File: config.mk
export PLATFORM = sky130hd
export DESIGN_NAME = serial_adder
export DESIGN_NICKNAME = d
export VERILOG_FILES = /design/src/rtl/serial_adder.sv
export SDC_FILE = /design/constraint.sdc
export NUM_CORES = 1
export LEC_CHECK = 0
export BUFFER_PORTS_ARGS = -buffer_cell sky130_fd_sc_hd__buf_4
export CAP_MARGIN = 30
export CORE_MARGIN = 3
export CORE_UTILIZATION = 48
export CTS_CLUSTER_DIAMETER = 80
export DETAILED_ROUTE_END_ITERATION = 7
export PLACE_DENSITY = 0.73
export SLEW_MARGIN = 10
export SYNTH_ARGS = -nofsm -noshare
export SYNTH_HDL_FRONTEND = slang
export SYNTH_SLANG_ARGS = --single-unit
export TNS_END_PERCENT = 10
File: constraint.sdc
create_clock -name clk -period 1.3 [get_ports clk]
set_input_delay 0 -clock clk [delete_from_list [all_inputs] [get_ports clk]]
set_output_delay 0 -clock clk [all_outputs]
set_load 0.01 [all_outputs]
File: src/rtl/serial_adder.sv
// serial_adder
//   Bit-serial adder: computes A + B + Cin over WIDTH clock cycles, LSB
//   first, using one full-adder stage and a carry flop. Results appear only
//   on completion and hold until the next completion or reset.
//
// Parameters
//   WIDTH     operand / sum width in bits (1..64)
//
// Ports
//   clk       system clock, rising edge
//   rst       synchronous active-high reset
//   start     begin an addition (accepted only while idle)
//   A, B      operands, captured on the accepting edge
//   Cin       carry-in, captured on the accepting edge
//   Sum       registered sum, A+B+Cin mod 2^WIDTH
//   Carry     registered unsigned carry-out
//   Overflow  registered two's-complement overflow
//   busy      high while an addition is in progress
//   done      one-cycle pulse when Sum/Carry/Overflow update
module serial_adder #(
    parameter int unsigned WIDTH = 8
) (
    input  logic             clk,
    input  logic             rst,
    input  logic             start,
    input  logic [WIDTH-1:0] A,
    input  logic [WIDTH-1:0] B,
    input  logic             Cin,
    output logic [WIDTH-1:0] Sum,
    output logic             Carry,
    output logic             Overflow,
    output logic             busy,
    output logic             done
);

    // One extra counter bit keeps the counter non-zero width when WIDTH=1.
    localparam int unsigned CW = $clog2(WIDTH) + 1;

    typedef enum logic {
        IDLE,
        RUN
    } state_t;

    state_t           state;
    logic [WIDTH-1:0] a_sh;
    logic [WIDTH-1:0] b_sh;
    logic [WIDTH-1:0] s_sh;
    logic [WIDTH-1:0] sum_next;
    logic             c;
    logic             bit_s;
    logic             bit_c;
    logic [CW-1:0]    cnt;

    // Full-adder stage on the current LSBs; the new sum bit enters at the
    // MSB so that after WIDTH shifts the register holds the sum in order.
    always_comb begin
        bit_s    = a_sh[0] ^ b_sh[0] ^ c;
        bit_c    = (a_sh[0] & b_sh[0]) | (a_sh[0] & c) | (b_sh[0] & c);
        sum_next = s_sh >> 1;
        sum_next[WIDTH-1] = bit_s;
    end

    assign busy = (state == RUN);

    always_ff @(posedge clk) begin
        if (rst) begin
            state    <= IDLE;
            a_sh     <= '0;
            b_sh     <= '0;
            s_sh     <= '0;
            c        <= 1'b0;
            cnt      <= '0;
            Sum      <= '0;
            Carry    <= 1'b0;
            Overflow <= 1'b0;
            done     <= 1'b0;
        end else begin
            done <= 1'b0;
            case (state)
                IDLE: begin
                    if (start) begin
                        a_sh  <= A;
                        b_sh  <= B;
                        c     <= Cin;
                        s_sh  <= '0;
                        cnt   <= '0;
                        state <= RUN;
                    end
                end
                RUN: begin
                    a_sh <= a_sh >> 1;
                    b_sh <= b_sh >> 1;
                    s_sh <= sum_next;
                    c    <= bit_c;
                    cnt  <= cnt + 1'b1;
                    if (cnt == CW'(WIDTH - 1)) begin
                        // On the MSB, c is the carry into the MSB and bit_c
                        // the carry out of it.
                        Sum      <= sum_next;
                        Carry    <= bit_c;
                        Overflow <= c ^ bit_c;
                        done     <= 1'b1;
                        state    <= IDLE;
                    end
                end
                default: state <= IDLE;
            endcase
        end
    end

endmodule

==> results_tabular.tex <==
\begin{tabular}{lr}
\hline
Metric & Value \\
\hline
\multicolumn{2}{l}{\textbf{Worst hold path}} \\
Worst hold stages & 4 \\
Type of the worst min-delay path & in -> reg \\
Startpoint of the most critical hold path & B[3] \\
End point of the most critical hold path & b\_sh[3]\$\_SDFFE\_PP0P\_ \\
\multicolumn{2}{l}{\textbf{Floorplanning}} \\
Initial Utilization & 0.529 \\
Chip Height & 65.4 microns \\
Total die area & 4280 sq um \\
Overall die width & 65.4 microns \\
Area of the core & 3200 sq um \\
Number of top-level pins & 32 \\
Number of placement rows & 20 \\
\multicolumn{2}{l}{\textbf{Placement}} \\
Number of I/O port buffers & 31 \\
Post-place instance area & 1960 sq um \\
Dpl ws & 0.00928 ns \\
Placer's final routability congestion estimate & 0.713 \\
Half-perimeter wire length after placement & 2.32 mm \\
Post-Place Cells & 226 \\
\multicolumn{2}{l}{\textbf{Logic synthesis}} \\
Dominant cell type by area after synthesis & dfxtp\_1 \\
Synth cell types & 26 \\
Post-synthesis sequential element count & 40 \\
Syn\_nets & 177 \\
EDFF count, synth & 0 \\
Primary FF master, synth & dfxtp\_1 \\
Leading post-synthesis cells by cell area & dfxtp\_1, mux2i\_1, mux2\_4, nor2\_1, mux2\_2 \\
Summed instance area of the synthesized netlist & 1690 sq um \\
Gate Count Post-Synth & 155 \\
Total number of yosys warnings & 0 \\
Mapped Avg Cell Area & 10.9 sq um \\
Post-synthesis sequential area ratio & 0.473 \\
Top cell type's share of synthesized area & 0.473 \\
Share of synthesized registers carrying an async set or reset & 0 \\
\multicolumn{2}{l}{\textbf{STA}} \\
Setup violation total in the final timing report & 0 \\
Worst-case clock skew & 0.00529 ns \\
Final Hold Violating Endpoints & 0 \\
Setup repair after global routing missed its margin & yes \\
Worst relative slew slack & 0.745 \\
Count of final max-slew check failures & 0 \\
Tightest Pin Transition & 0.383 ns \\
Time the worst path needs with I/O delays and setup & 1.29 ns \\
Worst setup slack after layout & 0.00764 ns \\
Setup Total Neg Slack & 0 ns \\
Portion of the clock cycle consumed by the worst path in the final layout & 0.994 \\
Peak clock frequency supported by timing & 0.774 GHz \\
\multicolumn{2}{l}{\textbf{Drt}} \\
Remaining antenna violation count & 0 \\
Detailed-routing iteration count for the pre-antenna-repair pass & 4 \\
Routed via count & 1,254 \\
DRT Wirelength & 3.45 mm \\
Routed via count divided by cell count & 5.25 \\
Drt first-iter violations & 112 \\
Per-cell routed wire length & 14.4 microns \\
Post-detailed-route DRC marker count & 0 \\
\multicolumn{2}{l}{\textbf{Flow run}} \\
Max\_cap viols & 0 \\
\multicolumn{2}{l}{\textbf{Global routing}} \\
Number of global-route vias before repair & 1,243 \\
Remaining global-route overflow & 0 \\
Maximum number of pins on one net before global-route repair & 28 \\
Initial antenna violation count & 0 \\
GRT Total Usage & 0.171 \\
Global-route wire length before repair & 5.55 mm \\
\multicolumn{2}{l}{\textbf{Critical path}} \\
FF-to-FF path depth & 5 \\
Signal arrival time at the worst endpoint & 1.54 ns \\
R2r startpoint & cnt[0]\$\_SDFFE\_PP0P\_ \\
Reg2reg setup slack & 0.008 ns \\
Category of the worst setup path capture point & register \\
CP Launch Type & register \\
WS Path Type & reg -> reg \\
FF-to-FF End & Overflow\$\_SDFFE\_PP0P\_ \\
Peak fanout along the critical path & 5 \\
Data required, critical path & 1.55 ns \\
\multicolumn{2}{l}{\textbf{Clock tree}} \\
Setup fix buffers added after clock tree synthesis & 0 \\
Maximum level of the CTS H-tree & 2 \\
Number of buffers on the longest clock path & 2 \\
Clock insertion delay at the later pin of the skew report & 0.34 ns \\
Clock tree from TritonCTS & done \\
Number of buffers created by CTS & 5 \\
Clock Sink Count & 40 \\
Clock-pin slew on the worst setup and hold paths & 0.11 ns \\
CTS Root Cell & clkbuf\_4 \\
\multicolumn{2}{l}{\textbf{Cells and area}} \\
Area delta synth->final & 23.5\% \\
Final non-filler cell area & 2090 sq um \\
Number of antenna diodes & 0 \\
Total number of nets in the final design & 216 \\
Proportion of layout cells with a drive suffix above 1 & 0.374 \\
Count of placed standard cells in the final layout, fillers left out & 239 \\
\multicolumn{2}{l}{\textbf{Pwr}} \\
Peak VDD IR & 720 uV \\
Total power per unit cell area & 1070 nW/um\^{}2 \\
Static Leak & 0.915 nW \\
\multicolumn{2}{l}{\textbf{Outcome}} \\
Run status & complete, no violations \\
\hline
\end{tabular}
[cells by family (layout without fill, tap and decap cells)]
kind of cell    after synthesis  count (layout)  synth area share
fa+ha+maj                     2               2            0.0192
flops                        40              40             0.473
compound gates               24              24            0.0967
mux                          33              33             0.222
xor+xnor                      1               1           0.00517
buf+inv                      14              54            0.0576
simple gates                 41              41             0.127
[metal layers]
layer,track usage,wire (microns),vias to the layer above
met5,0,0,-
met4,0.0777,63,0
met3,0.0427,200,7
met2,0.298,1760,37
met1,0.194,1430,591
li1,-,-,619
[repair_timing]
| action | CTS | global route |
|---|---|---|
| setup endpoints to repair | 4 | 10 |
| gates resized for setup | 3 | 6 |
| cloned | 0 | 1 |
| endpoints found under the hold margin | 15 | 0 |
| hold buffers | 4 | 0 |
| pin swaps | 0 | 1 |
[cell usage in the layout, fill, tap and decap left out, types with 2 or more instances in the layout]
cell type	count
nor3b_1	5
nor3_1	3
a22o_1	10
clkbuf_4	5
dlygate4sd3_1	4
mux2i_1	18
buf_4	39
a21oi_1	11
mux2_2	8
dfxtp_1	37
clkinv_2	2
nor2_1	26
nor3b_2	3
dfxtp_2	3
mux2_4	7
[cell type report]
| type | count | area [sq um] |
|---|---|---|
| well taps | 44 | 55.1 |
| multi-input cells | 101 | 818 |
| clock buffers | 6 | 51.3 |
| fillers | 268 | 1110 |
| clock inverters | 2 | 10.0 |
| flip-flops and latches | 40 | 805 |
| inverters | 1 | 3.75 |
| repair buffers | 45 | 349 |
[synth_stat cells, types with 2 or more instances]
master,n
mux2_2,8
buf_2,6
mux2_4,7
buf_6,3
nor3_1,3
nor3b_1,5
mux2i_1,18
nor3b_2,3
dfxtp_1,40
nor2_1,26
a22o_1,10
buf_1,2
a21oi_1,11
[report_power, final]
| part | switching (mW) | internal (mW) | total, mW |
|---|---|---|---|
| logic | 0.132 | 0.165 | 0.297 |
| clock network | 0.392 | 0.258 | 0.650 |
| registers | 0.0275 | 1.27 | 1.30 |
[critical path: stages (launching register included)]
cell and delay, ns:
dfxtp_2 0.37, ha_4 0.15, nand4b_1 0.14, nor2b_4 0.17, buf_2 0.16, a22o_1 0.22
[sequential cells by signal (all words and copies together), names as in the netlist]
register	flops
Sum	8
a_sh	8
b_sh	8
s_sh	7
cnt	4
Carry	1
Overflow	1
busy	1
c	1
done	1
[metrics by stage]
step	hold slack (ns)	power, mW	utilization
after floorplan	0.195	1.52	-
after global placement	0.285	1.58	0.611
after detailed placement	0.299	1.60	0.611
after CTS	0.00681	2.26	0.644
after global routing	0.0149	2.36	0.653
final	0.0169	2.24	0.653
[how the worst max path moves through the flow]
| stage | start | end | slack [ns] | cells after the start |
|---|---|---|---|---|
| global route | cnt[0]$_SDFFE_PP0P_ | Sum[3]$_SDFFE_PP0P_ | -0.05 | 5 |
| finish | cnt[0]$_SDFFE_PP0P_ | Overflow$_SDFFE_PP0P_ | 0.008 | 5 |
| floorplan | cnt[0]$_SDFFE_PP0P_ | Sum[0]$_SDFFE_PP0P_ | 0.04 | 5 |
| CTS | cnt[0]$_SDFFE_PP0P_ | Sum[2]$_SDFFE_PP0P_ | 0.007 | 5 |
| detailed placement | cnt[0]$_SDFFE_PP0P_ | Sum[0]$_SDFFE_PP0P_ | 0.009 | 5 |
| global placement | cnt[0]$_SDFFE_PP0P_ | Sum[0]$_SDFFE_PP0P_ | 0.05 | 5 |
(Power assumes the default switching activity.)
